<file path="src/rtl/uart_rx.sv">
// Oversampling UART receiver: start/data/stop framing with a req/ack output handshake.
// Define UART_RX_SYNC_EN to insert a two-flop synchronizer on the rx line.
module uart_rx #(
  parameter int SAMPLE         = 16,
  parameter int DATA_SIZE      = 8,
  parameter int BIT_COUNT_SIZE = $clog2(DATA_SIZE+1)
) (
  input  logic                 clk,
  input  logic                 reset_n,
  input  logic                 en,
  input  logic                 en_sample,
  input  logic                 rx,
  input  logic                 recv_ack,
  output logic [DATA_SIZE-1:0] dout,
  output logic                 recv_req,
  output logic                 frame_err,
  output logic                 overrun
);

  localparam int CW = $clog2(SAMPLE);

  localparam logic [1:0] IDLE  = 2'd0;
  localparam logic [1:0] START = 2'd1;
  localparam logic [1:0] DATA  = 2'd2;
  localparam logic [1:0] STOP  = 2'd3;

  localparam logic [CW-1:0] HALF_M1 = CW'(SAMPLE/2 - 1);
  localparam logic [CW-1:0] FULL_M1 = CW'(SAMPLE - 1);
  localparam logic [BIT_COUNT_SIZE-1:0] LAST =
    BIT_COUNT_SIZE'(DATA_SIZE - 1);

  logic rx_s;

`ifdef UART_RX_SYNC_EN
  logic [1:0] sync_q;

  always_ff @(posedge clk or negedge reset_n) begin
    if (!reset_n) sync_q <= 2'b11;
    else          sync_q <= {sync_q[0], rx};
  end

  assign rx_s = sync_q[1];
`else
  assign rx_s = rx;
`endif

  logic [1:0]                state_q, state_d;
  logic [CW-1:0]             cnt_q, cnt_d;
  logic [BIT_COUNT_SIZE-1:0] bit_q, bit_d;
  logic [DATA_SIZE-1:0]      shift_q, shift_d;
  logic [DATA_SIZE-1:0]      dout_q, dout_d;
  logic                      req_q, req_d;
  logic                      ferr_q, ferr_d;
  logic                      ovr_q, ovr_d;
  logic                      done;
  logic                      take;

  always_comb begin
    state_d = state_q;
    cnt_d   = cnt_q;
    bit_d   = bit_q;
    shift_d = shift_q;
    done    = 1'b0;
    if (!en) begin
      state_d = IDLE;
      cnt_d   = '0;
      bit_d   = '0;
    end else if (en_sample) begin
      unique case (state_q)
        IDLE: begin
          if (!rx_s) begin
            state_d = START;
            cnt_d   = '0;
          end
        end
        START: begin
          if (cnt_q == HALF_M1) begin
            cnt_d   = '0;
            bit_d   = '0;
            state_d = rx_s ? IDLE : DATA;
          end else begin
            cnt_d = cnt_q + 1'b1;
          end
        end
        DATA: begin
          if (cnt_q == FULL_M1) begin
            cnt_d   = '0;
            shift_d = {rx_s, shift_q[DATA_SIZE-1:1]};
            bit_d   = bit_q + 1'b1;
            if (bit_q == LAST) state_d = STOP;
          end else begin
            cnt_d = cnt_q + 1'b1;
          end
        end
        STOP: begin
          if (cnt_q == FULL_M1) begin
            cnt_d   = '0;
            state_d = IDLE;
            done    = 1'b1;
          end else begin
            cnt_d = cnt_q + 1'b1;
          end
        end
        default: state_d = IDLE;
      endcase
    end
  end

  // A completing word wins over an ack in the same cycle.
  always_comb begin
    take   = req_q & recv_ack;
    dout_d = dout_q;
    req_d  = req_q;
    ferr_d = ferr_q;
    ovr_d  = ovr_q;
    if (done) begin
      dout_d = shift_q;
      ferr_d = ~rx_s;
      req_d  = 1'b1;
      ovr_d  = (req_q & ~recv_ack) | (ovr_q & ~take);
    end else if (take) begin
      req_d = 1'b0;
      ovr_d = 1'b0;
    end
  end

  always_ff @(posedge clk or negedge reset_n) begin
    if (!reset_n) begin
      state_q <= IDLE;
      cnt_q   <= '0;
      bit_q   <= '0;
      shift_q <= '0;
      dout_q  <= '0;
      req_q   <= 1'b0;
      ferr_q  <= 1'b0;
      ovr_q   <= 1'b0;
    end else begin
      state_q <= state_d;
      cnt_q   <= cnt_d;
      bit_q   <= bit_d;
      shift_q <= shift_d;
      dout_q  <= dout_d;
      req_q   <= req_d;
      ferr_q  <= ferr_d;
      ovr_q   <= ovr_d;
    end
  end

  assign dout      = dout_q;
  assign recv_req  = req_q;
  assign frame_err = ferr_q;
  assign overrun   = ovr_q;

endmodule

</file>
<file path="config.mk">
export PLATFORM = sky130hd
export DESIGN_NAME = uart_rx
export DESIGN_NICKNAME = d
export VERILOG_FILES = /design/src/rtl/uart_rx.sv
export SDC_FILE = /design/constraint.sdc
export NUM_CORES = 1
export LEC_CHECK = 0
export CAP_MARGIN = 5
export CORE_UTILIZATION = 40
export CTS_BUF_LIST = sky130_fd_sc_hd__clkbuf_4
export CTS_CLUSTER_DIAMETER = 120
export DETAILED_ROUTE_END_ITERATION = 8
export MAX_ROUTING_LAYER = met4
export PLACE_DENSITY = 0.71
export SLEW_MARGIN = 20
export SYNTH_ARGS = -nofsm -noshare
export SYNTH_HDL_FRONTEND = slang
export SYNTH_SLANG_ARGS = --single-unit
export TNS_END_PERCENT = 30
</file>
<file path="constraint.sdc">
create_clock -name clk -period 1.7 [get_ports clk]
set_clock_uncertainty 0.05 [all_clocks]
set_input_delay 0.34 -clock clk [delete_from_list [all_inputs] [get_ports clk]]
set_output_delay 0.34 -clock clk [all_outputs]
set_load 0.03 [all_outputs]
</file>
Word-level counts from Yosys, hierarchy flattened
Cells that the tools add are included.
{"block": "op_classes", "n_addsub": 2, "n_eq_ne": 13, "muxes": 27, "bitwise_logic": 7, "reduce_logical": 7}
{"op": "4-bit 2-to-1 mux", "count": 9}
{"op": "2-bit 2-to-1 mux", "count": 8}
{"op": "3-bit inequality test, second input constant", "count": 5}
{"op": "4-bit one-hot mux with 3 select lines", "count": 1}
{"op": "4-bit by 1-bit adder with 4-bit output, second input constant", "count": 2}
{"op": "4-bit by 3-bit equality test with 1-bit output, second input constant", "count": 2}
{"op": "2-bit one-hot mux with 4 select lines", "count": 1}
{"op": "4-bit one-hot mux with 2 select lines", "count": 1}
{"op": "4-bit AND reduction", "count": 2}
{"op": "1-bit 2-to-1 mux", "count": 7}
{"op": "6-bit AND reduction", "count": 1}
{"op": "2-bit equality test, second input constant", "count": 2}
{"op": "4-bit equality test, second input constant", "count": 1}
{"op": "1-bit bitwise AND", "count": 3}
{"op": "3-bit by 1-bit inequality test with 1-bit output, second input constant", "count": 1}
{"op": "1-bit NOT", "count": 3}
{"op": "2-bit by 1-bit equality test with 1-bit output, second input constant", "count": 1}
{"op": "2-bit logical NOT", "count": 1}
{"op": "2-bit by 1-bit inequality test with 1-bit output, second input constant", "count": 1}
{"op": "2-bit AND reduction", "count": 1}
{"op": "2-bit nonzero test", "count": 1}
{"op": "2-bit OR reduction", "count": 1}
{"op": "1-bit bitwise OR", "count": 1}
{"block": "totals", "reg_bits": 29, "input_bits": 6}

Depth between registers and ports, before layout
{"block": "logic_depth", "ltp_word": 6, "mapped_depth": 6, "depth_no_buf": 5}

Worst setup path before layout
OpenSTA, ideal clock, no wires.
{"block": "synth_timing", "path_type": "register to register", "from": "reg cnt_q[0]", "to": "reg shift_q[1]", "arrival_ps": 1415, "t_required_ps": 1525, "setup_slack_ps": 110, "stages_incl_launch_ff": 6, "n_path_buf": 1, "cell_sequence": "dfrtp_1 > ha_1 > nand4_4 > nor3_4 > buf_6 > mux2_2"}
{"block": "synth_via", "elab_chain_len": 2}
{"element": "start, declared", "line": "48", "rtl": "logic [CW-1:0] cnt_q, cnt_d;"}
{"element": "start signal, assigned", "line": "139", "rtl": "cnt_q <= cnt_d;"}
{"element": "4-bit equality test", "line": "86", "rtl": "if (cnt_q == FULL_M1) begin"}
{"element": "4-bit AND reduction (no line)"}
{"element": "end signal, assigned", "line": "141", "rtl": "shift_q <= shift_d;"}
{"element": "end, declared", "line": "50", "rtl": "logic [DATA_SIZE-1:0] shift_q, shift_d;"}
Every way passes these cells.
A chain may end at the register's enable or synchronous reset.

Worst setup path in the final report
{"block": "layout_timing", "from": "reg state_q[0]", "to": "reg bit_q[2]"}
{"block": "layout_via", "elab_chain_len": 4}
{"element": "start, declared", "line": "47", "rtl": "logic [1:0] state_q, state_d;"}
{"element": "start signal, assigned", "line": "138", "rtl": "state_q <= state_d;"}
{"element": "2-bit equality test / 2-bit by 1-bit equality test with 1-bit output (equally long branches)", "line": "69", "rtl": "unique case (state_q)"}
{"element": "4-bit one-hot mux with 2 select lines", "line": "69"}
{"element": "4-bit 2-to-1 mux", "line": "68", "rtl": "end else if (en_sample) begin"}
{"element": "4-bit 2-to-1 mux", "line": "64", "rtl": "if (!en) begin"}
{"element": "end signal, assigned", "line": "140", "rtl": "bit_q <= bit_d;"}
{"element": "end, declared", "line": "49", "rtl": "logic [BIT_COUNT_SIZE-1:0] bit_q, bit_d;"}
Parallel ways exist; a longest one is shown, timed or not. The select of a mux whose other input is x is not followed.

==> reports/qor.csv <==
metric;value;unit
ir_drop;0.318;mV
holdBufCountCts;0;
drt_pass1_iterations;4;
nFillCells;315;
syn-cell-area;1370;um2
total_power;1180;uW
min_path_type;input port to async pin;
synth_top_area_share;52.9;%
antenna_found_initial;0;
avgSynthCellArea;10.2;um2
rows;20;
p_clk_share;30.8;%
critical_path.top_delay_family;compound AO/OA/AOI/OAI gates;
die_h;60.6;um
comb_power_share;8.5;%
nets;173;
yosys.area.top_type;dfrtp_1;
gr-total-overflow;0;
grt_util_all_layers;16.7;%
cp_slowest_cell;dfrtp_1;
power_density;695;nW/um2
cts_buffers;5;
cp_data_required_time;1830;ps
yosysSeqAreaShare;52.9;%
synth.distinct_cells;32;
n_antenna_cell;0;
path_clk_slew;90;ps
dp.cells;202;
placed_area;1660;um2
pwr-share-seq;60.6;%
postSynthCellCount;134;
synth_area_leaders;dfrtp_1 (53%), nand2_1 (9.3%), mux2_2 (7.4%);
grt_max_degree;30;
htree_levels;2;
place.gp.congestion;0.821;
critical_path_buf_inv_count;0;
via_per_inst;4.97;
switchingPower;288;uW
crit_chain;nand2b_1 > o21a_1 > o31ai_2 > o21ai_0;
first_global_vias;989;
post_layout_nonfiller_instances;210;
cts_tree;done;
dieArea;3670;um2
slew_violations;0;
io_pins;17;
avgRoutedWirePerCell;11.7;um
sw_frac_of_total;24.4;%
clkSinkCount;29;
whs;341;ps
ctsLongestPathBuffers;2;
tightest_slew;365;ps
synth_seq_cells;29;
drt_iter0_drc;43;
fin_crit;1570;ps
seqCellArea;726;um2
clk_latency;320;ps
rsz0062_at_grt;false;
endpoint_kind;flop;
drive_gt1_share;21.1;%
core;3150;um2
multiInputGateArea;578;um2
arrival;1710;ps
stdcell_area;1700;um2
portBuffers;16;
post_cts_buffers;0;
route.detailed.drc;0;
start_util;43.5;%
path_class;flop to flop;
slew-limit-headroom;75.5;%
p_int;893;uW
start_kind;flop;
syn_nets;142;
wl;2460;um
dpl.hpwl;1850;um
hold_viol_final;0;
fmax;636;MHz
leakage;0.000862;uW
yosys_warnings;0;
drtAntennaViolNets;0;
die_x;60.6;um
cts_root_buffer;clkbuf_4;
min_period_over_period;92.6;%
area_growth;23.8;%
num_vias;1043;
maxCapViolations;0;
cp_slowest_stage_delay;550;ps
setup_viol;0;
status;complete, no violations;
grt_pass1_wl;4290;um
cp_max_fo;10;
[cells in the mapped netlist (all sizes together)]
cell,number
nand2,34
dfrtp,29
o21ai,11
mux2,9
inv,7
buf,6
nand3,5
nor2,4
a21oi,3
nand2b,3
o31ai,3
a31oi,2
ha,2
o21a,2
a21boi,1
a311o,1
a311oi,1
a41oi,1
and2,1
and3,1
nand3b,1
nand4,1
nor3,1
nor3b,1
nor4,1
o221ai,1
or2,1
xnor2,1
[power groups by stage]
| stage | clock network (uW) | logic, uW | registers [uW] |
|---|---|---|---|
| global route | 407 | 114 | 718 |
| CTS | 382 | 101 | 716 |
| detailed placement | 0 | 101 | 730 |
| global placement | 0 | 96.0 | 729 |
| floorplan | 0 | 64.6 | 715 |
| finish | 364 | 101 | 716 |
[routing by layer]
metal  global-route usage [%]  vias to the layer above  part of all wire (%)
met5                        -                        -                     0
met1                     20.0                      497                    47
li1                         -                      521                     -
met4                     10.1                        0                   1.9
met3                     3.20                        4                   3.7
met2                     26.1                       21                    48
[state kept, by name (all words and copies together), names as in the netlist]
signal	count
overrun	1
shift_q	8
cnt_q	4
dout	8
recv_req	1
frame_err	1
bit_q	4
state_q	2
[metrics by stage]
stage | setup TNS (ps) | worst slack (ps) | utilization (%)
2_1_floorplan | 0 | 110 | -
3_3_place_gp | -1590 | -120 | 52.7
3_5_place_dp | -1890 | -141 | 52.7
4_1_cts | 0 | 116 | 53.9
5_1_grt | 0 | 6.94 | 53.9
6_report | 0 | 127 | 53.9
[path summary, 6_finish.rpt]
kind	from	end	slack, ps	depth (start not counted)
min reg2reg	dout[4]	dout[4]	420	2
max	state_q[0]	bit_q[2]	130	4
max in group asynchronous	reset_n	dout[5]	990	2
min	reset_n	shift_q[0]	340	2
min in group clk	dout[4]	dout[4]	420	2
max reg2reg	state_q[0]	bit_q[2]	130	4
[layout make-up]
| class | instances | area share, % |
|---|---|---|
| tap | 44 | 3.24 |
| clock buffer | 5 | 2.21 |
| inverter | 7 | 1.55 |
| clock inverter | 3 | 0.736 |
| timing repair buffer | 30 | 15.5 |
| sequential | 29 | 42.7 |
| multi-input combinational | 92 | 34.0 |
[cells in the final DEF (no fill, tap or decap), types with 5 or more instances in the layout]
| master | synthesis | final |
|---|---|---|
| buf_4 | 0 | 13 |
| clkbuf_4 | 0 | 5 |
| clkdlybuf4s50_1 | 0 | 5 |
| dfrtp_1 | 29 | 29 |
| dlygate4sd2_1 | 0 | 11 |
| inv_1 | 7 | 7 |
| mux2_2 | 9 | 9 |
| nand2_1 | 34 | 34 |
| nand3_1 | 5 | 5 |
| o21ai_0 | 10 | 9 |
[cells by family (layout without fill, tap and decap cells)]
kind of cell	after synthesis	after routing	synth area share, %
adders and majority gates	2	2	1.82
DFF	29	29	52.9
muxes	9	9	7.38
xor gates and xnor gates	1	1	0.638
buffers and inverters	13	45	5.01
and+or+nand+nor	54	54	19.4
AOI/OAI and AO/OA	26	26	12.9
[repair_timing]
item | in CTS | in global routing
endpoints found under the hold margin | 0 | 0
gates resized for setup | 11 | 1
endpoints found under the setup margin | 11 | 1
(Power assumes the default switching activity.)
